$ cat src/rtl/ex_operand_stage.sv
// ID/EX operand stage: holds one decoded instruction, resolves MEM/WB forwarding,
// holds a consumer back for one cycle behind an in-flight load, and supports flush.
module ex_operand_stage #(
    parameter int DW = 32,
    parameter int RW = 5,
    parameter int CW = 16
) (
    input  logic          clk,
    input  logic          rst_n,
    input  logic          flush,
    input  logic          in_valid,
    output logic          in_ready,
    input  logic [3:0]    in_opselect,
    input  logic [RW-1:0] in_rs_addr,
    input  logic [RW-1:0] in_rt_addr,
    input  logic [DW-1:0] in_rs_data,
    input  logic [DW-1:0] in_rt_data,
    input  logic [DW-1:0] in_imm,
    input  logic          in_use_imm,
    input  logic [RW-1:0] in_rd_addr,
    input  logic          in_reg_write,
    input  logic          in_mem_read,
    input  logic          fwd_mem_we,
    input  logic          fwd_mem_is_load,
    input  logic [RW-1:0] fwd_mem_addr,
    input  logic [DW-1:0] fwd_mem_data,
    input  logic          fwd_wb_we,
    input  logic [RW-1:0] fwd_wb_addr,
    input  logic [DW-1:0] fwd_wb_data,
    output logic          out_valid,
    input  logic          out_ready,
    output logic [3:0]    out_opselect,
    output logic [DW-1:0] out_x,
    output logic [DW-1:0] out_y,
    output logic [RW-1:0] out_rd_addr,
    output logic          out_reg_write,
    output logic          out_mem_read,
    output logic [CW-1:0] stall_cnt
);

    logic          held_valid;
    logic [3:0]    opselect_q;
    logic [RW-1:0] rs_q, rt_q, rd_q;
    logic [DW-1:0] x_val, y_val;
    logic          use_imm_q, reg_write_q, mem_read_q;
    logic [CW-1:0] stall_q;

    logic          mem_rs, mem_rt, wb_rs, wb_rt, rt_src;
    logic          in_wb_rs, in_wb_rt;
    logic [DW-1:0] x_fwd, y_fwd, cap_x, cap_y;
    logic          pending, consume, capture;

    always_comb begin
        mem_rs   = fwd_mem_we && (fwd_mem_addr == rs_q) && (rs_q != '0);
        mem_rt   = fwd_mem_we && (fwd_mem_addr == rt_q) && (rt_q != '0);
        wb_rs    = fwd_wb_we && (fwd_wb_addr == rs_q) && (rs_q != '0);
        wb_rt    = fwd_wb_we && (fwd_wb_addr == rt_q) && (rt_q != '0);
        rt_src   = ~use_imm_q;
        in_wb_rs = fwd_wb_we && (fwd_wb_addr == in_rs_addr) && (in_rs_addr != '0);
        in_wb_rt = fwd_wb_we && (fwd_wb_addr == in_rt_addr) && (in_rt_addr != '0);

        x_fwd = x_val;
        if (mem_rs && !fwd_mem_is_load) x_fwd = fwd_mem_data;
        else if (wb_rs)                 x_fwd = fwd_wb_data;

        y_fwd = y_val;
        if (rt_src) begin
            if (mem_rt && !fwd_mem_is_load) y_fwd = fwd_mem_data;
            else if (wb_rt)                 y_fwd = fwd_wb_data;
        end

        // A load still in MEM has no data yet; wait until it reaches WB.
        pending   = held_valid && fwd_mem_is_load && (mem_rs || (rt_src && mem_rt));
        out_valid = held_valid && !pending;
        consume   = out_valid && out_ready;
        in_ready  = !flush && (!held_valid || consume);
        capture   = in_valid && in_ready;

        cap_x = in_wb_rs ? fwd_wb_data : in_rs_data;
        cap_y = in_use_imm ? in_imm : (in_wb_rt ? fwd_wb_data : in_rt_data);
    end

    always_ff @(posedge clk) begin
        if (!rst_n) begin
            held_valid  <= 1'b0;
            opselect_q  <= '0;
            rs_q        <= '0;
            rt_q        <= '0;
            rd_q        <= '0;
            x_val       <= '0;
            y_val       <= '0;
            use_imm_q   <= 1'b0;
            reg_write_q <= 1'b0;
            mem_read_q  <= 1'b0;
            stall_q     <= '0;
        end else begin
            if (pending && !(&stall_q)) stall_q <= stall_q + 1'b1;

            if (flush) begin
                held_valid <= 1'b0;
            end else if (capture) begin
                held_valid  <= 1'b1;
                opselect_q  <= in_opselect;
                rs_q        <= in_rs_addr;
                rt_q        <= in_rt_addr;
                rd_q        <= in_rd_addr;
                x_val       <= cap_x;
                y_val       <= cap_y;
                use_imm_q   <= in_use_imm;
                reg_write_q <= in_reg_write;
                mem_read_q  <= in_mem_read;
            end else if (consume) begin
                held_valid <= 1'b0;
            end else if (held_valid) begin
                // Latch forwarded values so they outlive the producing instruction.
                x_val <= x_fwd;
                y_val <= y_fwd;
            end
        end
    end

    assign out_opselect  = opselect_q;
    assign out_x         = x_fwd;
    assign out_y         = y_fwd;
    assign out_rd_addr   = rd_q;
    assign out_reg_write = reg_write_q;
    assign out_mem_read  = mem_read_q;
    assign stall_cnt     = stall_q;

endmodule

$ cat config.mk
export PLATFORM = sky130hd
export DESIGN_NAME = ex_operand_stage
export DESIGN_NICKNAME = d
export VERILOG_FILES = /design/src/rtl/ex_operand_stage.sv
export SDC_FILE = /design/constraint.sdc
export NUM_CORES = 1
export LEC_CHECK = 0
export CORE_ASPECT_RATIO = 0.75
export CORE_UTILIZATION = 41
export CTS_BUF_LIST = sky130_fd_sc_hd__clkbuf_8
export DETAILED_ROUTE_END_ITERATION = 7
export PLACE_DENSITY = 0.88
export RECOVER_POWER = 50
export REMOVE_ABC_BUFFERS = 1
export SKIP_CTS_REPAIR_TIMING = 1
export SYNTH_ARGS = -nofsm -noshare
export SYNTH_HDL_FRONTEND = slang
export SYNTH_SLANG_ARGS = --single-unit
$ cat constraint.sdc
create_clock -name clk -period 2.5 [get_ports clk]
set_clock_uncertainty 0.15 [all_clocks]
set_input_delay 0.375 -clock clk [delete_from_list [all_inputs] [get_ports clk]]
set_output_delay 0.375 -clock clk [all_outputs]
set_load 0.03 [all_outputs]
== Yosys cells after proc, flatten, opt, wreduce, memory -nomap -nowiden ==
Cells that the tools add are included.
Cells by class
  reduce and logical (&&, ||, !) cells: 39
  add/sub/neg operators: 1
  muxes and demuxes: 16
  bitwise logic cells: 3
  eq/ne operators: 7
Operators with widths (number)
  2-to-1 mux 32 bit: 14
  == test 5 bit: 6
  logical AND 1 bit: 22
  nonzero test 5 bit: 4
  adder 16 x 1 -> 16 bit (second input constant): 1
  AND reduction 16 bit: 1
  logical NOT 1 bit: 5
  nonzero test 2 bit: 2
  NOT 1 bit: 3
  AND reduction 3 bit: 1
  logical OR 1 bit: 2
  2-to-1 mux 1 bit: 2
  != test 2 x 1 -> 1 bit (second input constant): 1
  AND reduction 2 bit: 1
  OR reduction 2 bit: 1
Word-level totals
  bits in registers: 103
  word-level logic and storage cells: 77
  input bits: 200
  output and inout port bits: 93

== Logic depth before layout (Yosys ltp) ==
Gate-level depths: netlist of the first run.
  depth after elaboration: 14
  gate-level depth with buffers: 10

== Least setup slack after synthesis of the first run ==
OpenSTA, ideal clock, no wires.
  path kind: reg2reg
  start point: register rs_q[0]
  end point: register x_val[11]
  library setup time: 76 ps
  path buffers: 2
  data arrival time: 2533 ps
  cell stages (with the launch flop): 10
  clock period less this slack: 2759 ps
  slack: -259 ps
  cells stage by stage: dfxtp_1 -> or4_1 -> o211ai_1 -> or2_2 -> clkbuf_1 -> buf_2 -> nand2_1 -> a31oi_1 -> o21ai_0 -> o22ai_1
RTL lines
  start, declared: line 43  | logic [RW-1:0] rs_q, rt_q, rd_q;
  start signal, assigned: line 104  | rs_q <= in_rs_addr;
  == test 5 bit (on tied branches): line 56, 54
  logical AND 1 bit (on tied branches) (2 in series): line 56, 54
  2-to-1 mux 32 bit or logical AND 1 bit (tied branches): line 64, 63
  2-to-1 mux 32 bit *: line 63  | if (mem_rs && !fwd_mem_is_load) x_fwd = fwd_mem_data;
  named net out_x[11]: line 33  | output logic [DW-1:0] out_x,
  2-to-1 mux 32 bit *: line 114  | end else if (held_valid) begin
  2-to-1 mux 32 bit *: line 112  | end else if (consume) begin
  2-to-1 mux 32 bit *: line 101  | end else if (capture) begin
  end signal, assigned: line 107  | x_val <= cap_x;
  end signal, assigned: line 116  | x_val <= x_fwd;
  end, declared: line 44  | logic [DW-1:0] x_val, y_val;
Mark *: on every way through the listed nets, which the timed path passes. The rest lies on a longest branch. The select of a mux whose other input is x is not followed.
A chain may end at the register's enable or synchronous reset.

== Final worst setup path of the first run ==
  start point: register rs_q[0]
  end point: output port out_x[24]
Between the ends
  cells in the longest elaborated chain, start to end: 5
RTL lines (line)
  == test 5 bit (on tied branches): 56, 54
  logical AND 1 bit (on tied branches) (2 in series): 56, 54
  2-to-1 mux 32 bit or logical AND 1 bit (tied branches): 64, 63
  2-to-1 mux 32 bit *: 63
  end, declared: 33
Every way passes the cells marked *; elsewhere a longest branch is shown, timed or not.

==> flow_summary.ini, run 1 <==
[run_status]
status = finished, violations left
violations = DRC, setup timing

[logic_synthesis]
netlist_area_um2 = 7430
synthCells = 1014
synth_cell_types = 52
ys_seq_elements = 103
ys_seq_area_frac = 0.278
ys.flop_type = dfxtp_1
synthArstFlopShare = 0
syn_avg_cell_area_um2 = 7.32
synth-edff-count = 0
ys_warn_count = 0

[cells_and_area]
final_layout_size_suffix_gt1_frac = 0.290
final_cell_mix = 202 x clkdlybuf4s50_1, 180 x nand2_1, 121 x buf_4
syn_to_final_growth_pct = 79.5
multi_input_area_um2 = 5690
final_common_cell = clkdlybuf4s50_1
antenna_cells = 0
area.sequential_um2 = 2080
finalNetCount = 1591
fillCellCount = 1186
fin_area_um2 = 13300

[sta]
drv_slew = 0
period_minus_slack_ns = 3.06
rsz0062_at_grt = yes
slew_headroom = 0.571
holdWs_ns = 0.243
fin_ws_ns = -0.562
hold_viol = 0
finalCritPeriodShare = 1.22
max_freq_ghz = 0.327
finalSetupViolCount = 169
worst_slew_pin_slew_ns = 0.643

[floorplan]
ios = 293
die_h_um = 119
die_w_um = 157
start_util = 0.419
rows = 42
dieArea_um2 = 18700
core-area_um2 = 17700

[placed_design]
dpl_cell_area_um2 = 11300
dp_hpwl_um = 21800
dpl_worst_slack_ns = -0.627
io_buffers = 292
place_congestion = 0.937

[clocking]
cts-root-buf = clkbuf_8
clkSinkCount = 103
htreeDepth = 3
path_clk_slew_ns = 0.11
clkLatencyLatePin_ns = 0.38
cts_tree = yes
clock_path_buffers = 2
numCtsBuffers = 9

[setup_path]
critical_path.most_common_cell = or4_4
path_cells = or4_4, buf_4, o211ai_4, or4_4, buf_12, nor2_1, a31oi_4, buf_6
max_stage_delay_ns = 0.54
worstSetupStartpointType = flip-flop
crit_slowest_cell = or4_4
worstSetupEndpointType = output port
critPathArrivalTime_ns = 2.54
worstPathMaxFanout = 21
required_ns = 1.98
critical_path_class = reg -> out

[grt]
grt_start_max_net_pins = 47
grt_pass1_vias = 8610
grt_antenna_before_repair = 0
grt_pass1_wl_um = 44400
grt_usage = 0.302
grt_overflow = 0

[power_and_ir_drop]
internal_power_mw = 3.10
clkPwrFrac = 0.240
leakage_nw = 5.37
p_per_area_nw_per_um2 = 347
pwr-share-comb = 0.375
switching_share = 0.330
p_sw_mw = 1.52
vdd_drop_max_v = 0.000259
power.share.sequential = 0.385

[route]
via_per_inst = 6.12
num_vias = 10017
antenna_left = 0
first_pass_iters = 8
wl_per_cell_um = 22.0
wl_um = 36000
drt-initial-drc-count = 1212
post-route-drc-count = 5

[flow_run]
maxCapViolCount = 0

[hold_path]
hold_path.class = in -> reg
-- cell families (layout without fill, tap and decap cells) --
kind of cell / count (synthesis) / in the layout / share of synthesized area
buffers and inverters: 129 / 510 / 0.0729
AOI/OAI and AO/OA: 258 / 258 / 0.247
and+or+nand+nor: 407 / 407 / 0.244
xor gates and xnor gates: 41 / 41 / 0.0483
adders and majority gates: 1 / 1 / 0.00168
muxes: 75 / 75 / 0.108
DFF: 103 / 103 / 0.278
-- critical path, delay by kind of cell (launching register included) --
family	cells	cell delay (ns)
flip-flops	1	0.33
AO/OA/AOI/OAI	2	0.40
AND/OR/NAND/NOR	3	0.90
buffers and inverters	3	0.51
-- power by group through the flow --
| stage | clock [mW] | sequential (mW) | combinational (mW) |
|---|---|---|---|
| 6_report | 1.11 | 1.78 | 1.74 |
| 5_1_grt | 1.21 | 1.79 | 1.81 |
| 4_1_cts | 1.13 | 1.76 | 1.41 |
| 3_5_place_dp | 0 | 1.80 | 1.41 |
| 3_3_place_gp | 0 | 1.80 | 1.38 |
| 2_1_floorplan | 0 | 1.81 | 0.582 |
-- metal layers --
layer / vias up / track usage / part of all wire
met3: 186 / 0.0741 / 0.11
met5: - / 0 / 0
met4: 0 / 0.135 / 0.051
li1: 4359 / - / -
met1: 4705 / 0.380 / 0.37
met2: 767 / 0.485 / 0.47
-- cell usage after synthesis, drive strengths merged (2+ instances only) --
cell | count | area share
a21boi | 23 | 0.023
a21oi | 11 | 0.0094
a31oi | 55 | 0.046
and2 | 16 | 0.013
and3 | 5 | 0.0042
buf | 38 | 0.027
clkbuf | 53 | 0.027
dfxtp | 103 | 0.28
inv | 38 | 0.019
mux2 | 44 | 0.067
mux2i | 31 | 0.042
nand2 | 185 | 0.093
nand2b | 25 | 0.021
nand3 | 5 | 0.0034
nand4 | 8 | 0.0067
nor2 | 108 | 0.055
nor3 | 34 | 0.023
nor3b | 2 | 0.0020
nor4 | 7 | 0.0088
o211a | 23 | 0.031
o211ai | 25 | 0.026
o21ai | 32 | 0.022
o221ai | 9 | 0.011
o22a | 9 | 0.011
o22ai | 45 | 0.038
o311ai | 23 | 0.027
or2 | 3 | 0.0025
or4 | 3 | 0.0030
xnor2 | 25 | 0.029
xor2 | 16 | 0.019
-- flip-flops by register name (all words and copies together), names as in the netlist, 4 cells and up --
signal	cells
y_val	32
rs_q	5
rt_q	5
out_rd_addr	5
out_opselect	4
stall_cnt	16
x_val	32
-- area by class of cell --
class,instances,share of cell area
Tap cell,242,0.0227
Inverter,38,0.0107
Clock inverter,7,0.00526
Clock buffer,9,0.00929
Timing Repair Buffer,456,0.369
Multi-Input combinational cell,782,0.427
Sequential cell,103,0.156
-- through the flow --
step / power [mW] / setup TNS, ns / util / instances
2_1_floorplan: 2.39 / -251.49 / - / 923
3_3_place_gp: 3.18 / -73.76 / 0.637 / 1577
3_5_place_dp: 3.21 / -78.88 / 0.637 / 1577
4_1_cts: 4.30 / -64.02 / 0.648 / 1593
5_1_grt: 4.81 / -69.59 / 0.753 / 1637
6_report: 4.62 / -58.90 / 0.753 / 1637
-- final timing paths --
check / from / to / slack (ns) / cells after the start
setup / recovery: rs_q[0] / out_x[24] / -0.56 / 8
hold / removal: rst_n / y_val[5] / 0.24 / 2
setup reg to reg: rs_q[0] / x_val[8] / -0.38 / 13
hold reg to reg: out_rd_addr[0] / out_rd_addr[0] / 0.31 / 2
Power figures use the tool's default switching activity.
==> inputs of run 2 (changes only) <==
--- a/config.mk
+++ b/config.mk
@@ -5,7 +5,6 @@
 export SDC_FILE = /design/constraint.sdc
 export NUM_CORES = 1
 export LEC_CHECK = 0
-export CORE_ASPECT_RATIO = 0.75
 export CORE_UTILIZATION = 41
 export CTS_BUF_LIST = sky130_fd_sc_hd__clkbuf_8
 export DETAILED_ROUTE_END_ITERATION = 7
==> flow_summary.ini, run 2 (synthesized netlist as in run 1, its figures left out) <==
[grt]
grt_start_max_net_pins = 65
grt_pass1_wl_um = 42900
grt_antenna_before_repair = 0
grt_overflow = 0
grt_pass1_vias = 8717
grt_usage = 0.293

[sta]
finalSetupViolCount = 158
hold_viol = 0
fin_ws_ns = -0.622
slew_headroom = 0.555
max_freq_ghz = 0.320
rsz0062_at_grt = yes
holdWs_ns = 0.305
drv_slew = 0
worst_slew_pin_slew_ns = 0.659
finalCritPeriodShare = 1.25
finalSetupTns_ns = -53.92
period_minus_slack_ns = 3.12

[cells_and_area]
final_cell_mix = 197 x clkdlybuf4s50_1, 167 x nand2_1, 124 x buf_4
final_common_cell = clkdlybuf4s50_1
syn_to_final_growth_pct = 84.4
post-route-util = 0.784
fillCellCount = 1011
finalNetCount = 1586
antenna_cells = 0
final_layout_size_suffix_gt1_frac = 0.352

[floorplan]
core-area_um2 = 17500
dieArea_um2 = 18700
start_util = 0.425
rows = 48
ios = 293
die_h_um = 137
die_w_um = 137

[run_status]
status = finished, violations left
violations = setup timing

[power_and_ir_drop]
vdd_drop_max_v = 0.000344
leakage_nw = 5.47
switching_share = 0.324
p_sw_mw = 1.58
clkPwrFrac = 0.267
power.share.sequential = 0.367
p_per_area_nw_per_um2 = 356
pwr-share-comb = 0.365
internal_power_mw = 3.30
p_total_mw = 4.88

[clocking]
clkSinkCount = 103
path_clk_slew_ns = 0.11
numCtsBuffers = 9
clock_path_buffers = 2
htreeDepth = 3
cts_tree = yes
clkLatencyLatePin_ns = 0.38
cts-root-buf = clkbuf_8

[route]
first_pass_iters = 5
post-route-drc-count = 0
antenna_left = 0
via_per_inst = 6.23
num_vias = 10065
wl_um = 36800
wl_per_cell_um = 22.8
drt-initial-drc-count = 904

[placed_design]
io_buffers = 292
place_congestion = 0.891
dpl_worst_slack_ns = -0.604
dp_hpwl_um = 20900

[setup_path]
critPathArrivalTime_ns = 2.60
crit_slowest_cell = clkdlybuf4s50_1
max_stage_delay_ns = 0.48
worstPathMaxFanout = 23
path_delay_family = buffers and inverters
critical_path_class = in -> out
worstSetupEndpointType = output port
worstSetupStartpointType = primary input
path_cells = clkdlybuf4s50_1, buf_4, xnor2_2, nand4_1, or2_4, buf_12, a31oi_1, nor2_1, nor2_1, buf_4
required_ns = 1.98
path_buf_inv = 4

[hold_path]
hold_path.class = reg -> reg

[flow_run]
maxCapViolCount = 0
==> run 2: cell types whose count changed in the layout (fill, tap and decap cells not counted), sizes merged <==
cell           change
dlygate4sd3        +7
buf                -5
clkdlybuf4s50      -5
inv                -3
bufinv             +2
dlymetal6s2s       -2
clkinv             +1
==> run 2: routing by layer <==
| metal | up-vias | routed length, um | track usage |
|---|---|---|---|
| li1 | 4356 | - | - |
| met1 | 4780 | 13200 | 0.342 |
| met2 | 712 | 18000 | 0.510 |
| met3 | 217 | 3250 | 0.0433 |
| met4 | 0 | 2350 | 0.163 |
| met5 | - | 0 | 0 |
==> run 2: worst paths after layout <==
path                          end       startpoint  slack, ns  cells after the start
hold reg to reg   out_opselect[2]  out_opselect[2]       0.31                      2
hold / removal    out_opselect[2]  out_opselect[2]       0.31                      2
setup reg to reg        y_val[17]          rs_q[0]      -0.41                     13
setup / recovery         out_y[3]  fwd_mem_addr[2]      -0.62                     10
==> run 2: per-stage QoR <==
stage                     instances  area (um^2)
final                          1615        13700
after global routing           1615        13700
after CTS                      1558        11400
after detailed placement       1542        11200
after global placement         1542        11200
after floorplan                 923         7030
==> run 2: final cells by class <==
| cell class | count | area, um^2 | area share |
|---|---|---|---|
| flip-flops and latches | 103 | 2080 | 0.152 |
| clock inverters | 7 | 113 | 0.00822 |
| repair buffers | 451 | 4880 | 0.356 |
| well taps | 225 | 282 | 0.0206 |
| multi-input cells | 782 | 6070 | 0.444 |
| clock buffers | 9 | 124 | 0.00904 |
| inverters | 38 | 143 | 0.0104 |
==> run 2: power by group through the flow <==
stage               combinational [mW]  sequential (mW)  clock (mW)
finish                            1.78             1.79        1.30
global route                      1.85             1.80        1.39
CTS                               1.41             1.76        1.31
detailed placement                1.41             1.80           0
global placement                  1.37             1.80           0
floorplan                        0.582             1.81           0
==> run 2: worst reg2reg max path, delay by kind of cell (launching register included) <==
family,cells,cell delay (ns)
AOI/OAI and AO/OA,5,0.68
and+or+nand+nor,2,0.88
DFF,1,0.34
buffers and inverters,6,0.84
==> inputs of run 3 (changes only) <==
--- a/config.mk
+++ b/config.mk
@@ -5,6 +5,7 @@
 export SDC_FILE = /design/constraint.sdc
 export NUM_CORES = 1
 export LEC_CHECK = 0
+export CAP_MARGIN = 20
 export CORE_UTILIZATION = 41
 export CTS_BUF_LIST = sky130_fd_sc_hd__clkbuf_8
 export DETAILED_ROUTE_END_ITERATION = 7
==> results of run 3 <==
The final DEF is identical to that of run 2; final timing and power are the same.
==> patch (settings of run 3) <==
The parameter `CW` goes from 16 to 15.
--- a/src/rtl/ex_operand_stage.sv
+++ b/src/rtl/ex_operand_stage.sv
@@ -4,5 +4,5 @@
     parameter int DW = 32,
     parameter int RW = 5,
-    parameter int CW = 16
+    parameter int CW = 15
 ) (
     input  logic          clk,
Ports: changed (resized stall_cnt); port bits go from 293 to 292. No check against the original RTL was run, so the function may have changed too.
==> patch against run 3 <==
The run still ends with setup timing left. Cell area grew 1.1%. Non-clock buffer count fell by 13. Sequential cell count is 1 lower. Sequential share of layout area shrank 0.37 points. Worst setup slack lost 0.096 ns. Combinational power up 11%. Core utilization up 4.2 points. Area after synthesis decreased by 4.6%. Worst hold slack lost 0.0021 ns. Wire length is 10% higher. Power up 2.0%. Largest power group is now combinational cells.
==> patch: results (changes against run 3) <==
Port Buffers: 291 (-0.34%)
Seq/Total Area, Yosys: 28.8% (+1.0 points)
VDD IR-drop max: 478 uV (+39%)
initial antenna violation count: 2 (+2)
GP Congestion: 0.912 (+2.4%)
Post-synth top cells: nand2_1, dfxtp_1, nor2_1, a21oi_1, o22ai_1
Hold Crit Class: input port to register
Cell Area, Placed: 10800 um2 (-3.4%)
leakage power: 5.12 nW (-6.5%)
Worst EP arrival: 2.69 ns (+0.09 ns)
DR WL/cell: 25.5 um (+12%)
1st-pass router iterations: 6 (+1)
final setup TNS: -69.74 ns (-15.82 ns)
layout cells sized above 1: 39.7% (+4.5 points)
largest net degree at the start of global routing: 86 (+32%)
final worst slack: -0.718 ns (-0.0962 ns)
hold depth: 3 (+1)
cell depth of the worst flop-to-flop path: 12 (-1)
post-synthesis cell type count: 48 (-7.7%)
number of DRC markers in iteration 0: 1155 (+28%)
Worst Path Max Fanout: 32 (+39%)
number of global-route vias before repair: 8577 (-1.6%)
Tightest Pin Transition: 0.510 ns (-0.149 ns)
via-per-instance ratio: 6.60 (+6.0%)
met2 Use GR: 51.8% (+0.72 points)
Detailed Place HPWL: 20400 um (-2.4%)
FMAX: 0.311 GHz (-3.0%)
first-pass GRT wire length: 43500 um (+1.4%)
M3 GR Usage: 7.42% (+3.1 points)
synth top area cells: dfxtp_1, nand2_1, o22ai_1, a21oi_1, a31oi_1
nets@finish: 1561 (-1.6%)
Total GRT Usage: 30.6% (+1.3 points)
fillers: 870 (-14%)
switching part of the total power: 34.8% (+2.4 points)
final setup fails: 159 (+0.63%)
GR Util met1: 36.3% (+2.1 points)
status: finished, violations left
failing checks: setup timing
## patch: changes by cell type in the layout (fill, tap and decap cells not counted), moves of 23 or more
cell | run 3 | this run
nand2_1 | 167 | 105
buf_4 | 124 | 86
o211a_1 | 23 | 0
mux2_2 | 44 | 20
a21oi_2 | 2 | 47
a21oi_1 | 7 | 34
a211o_1 | 1 | 26
buf_6 | 45 | 71
nand2_4 | 10 | 54
## patch: metal layers
metal	up-vias	share of wire [%]
met4	0	7.4
li1	4350	-
met3	325	11
met1	4910	35
met5	-	0
met2	895	47
## patch: power groups by stage
stage	registers (mW)	clock network, mW	logic [mW]
2_1_floorplan	1.80	0	0.607
3_3_place_gp	1.78	0	1.39
3_5_place_dp	1.78	0	1.41
4_1_cts	1.75	1.19	1.42
5_1_grt	1.78	1.28	2.05
6_report	1.78	1.22	1.97
## patch: path summary, 6_finish.rpt
kind,from,endpoint,slack [ns]
max,rs_q[0],out_x[10],-0.72
min reg2reg,out_mem_read,out_mem_read,0.32
min,rst_n,x_val[25],0.30
max reg2reg,rs_q[3],x_val[24],-0.49
## patch: layout make-up
cell class	instances	area share, %
Timing Repair Buffer	438	35.4
Multi-Input combinational cell	796	45.8
Clock inverter	7	0.660
Clock buffer	9	0.895
Inverter	13	0.352
Sequential cell	102	14.8
Antenna cell	2	0.0361
Tap cell	220	1.99
## patch: cells by family after synthesis
logic type	after synthesis	synth area share [%]
simple gates	396	25.2
compound gates	319	28.1
buf+inv	106	6.62
flops	102	28.8
mux	45	6.71
xor+xnor	35	4.32
fa+ha+maj	1	0.176
## patch: critical path, stage by stage, from the launching register on
cell	delay (ns)
dfxtp_2	0.34
buf_4	0.15
xnor2_1	0.34
o211ai_4	0.18
or4_4	0.56
buf_12	0.21
a31oi_1	0.27
buf_4	0.23
## patch: per-stage QoR
step	worst slack (ns)	util [%]	std cells
after detailed placement	-0.755	64.5	1524
after floorplan	-2.35	-	911
after global placement	-0.664	64.5	1524
after CTS	-0.751	65.7	1540
final	-0.718	82.6	1587
after global routing	-0.772	82.6	1586
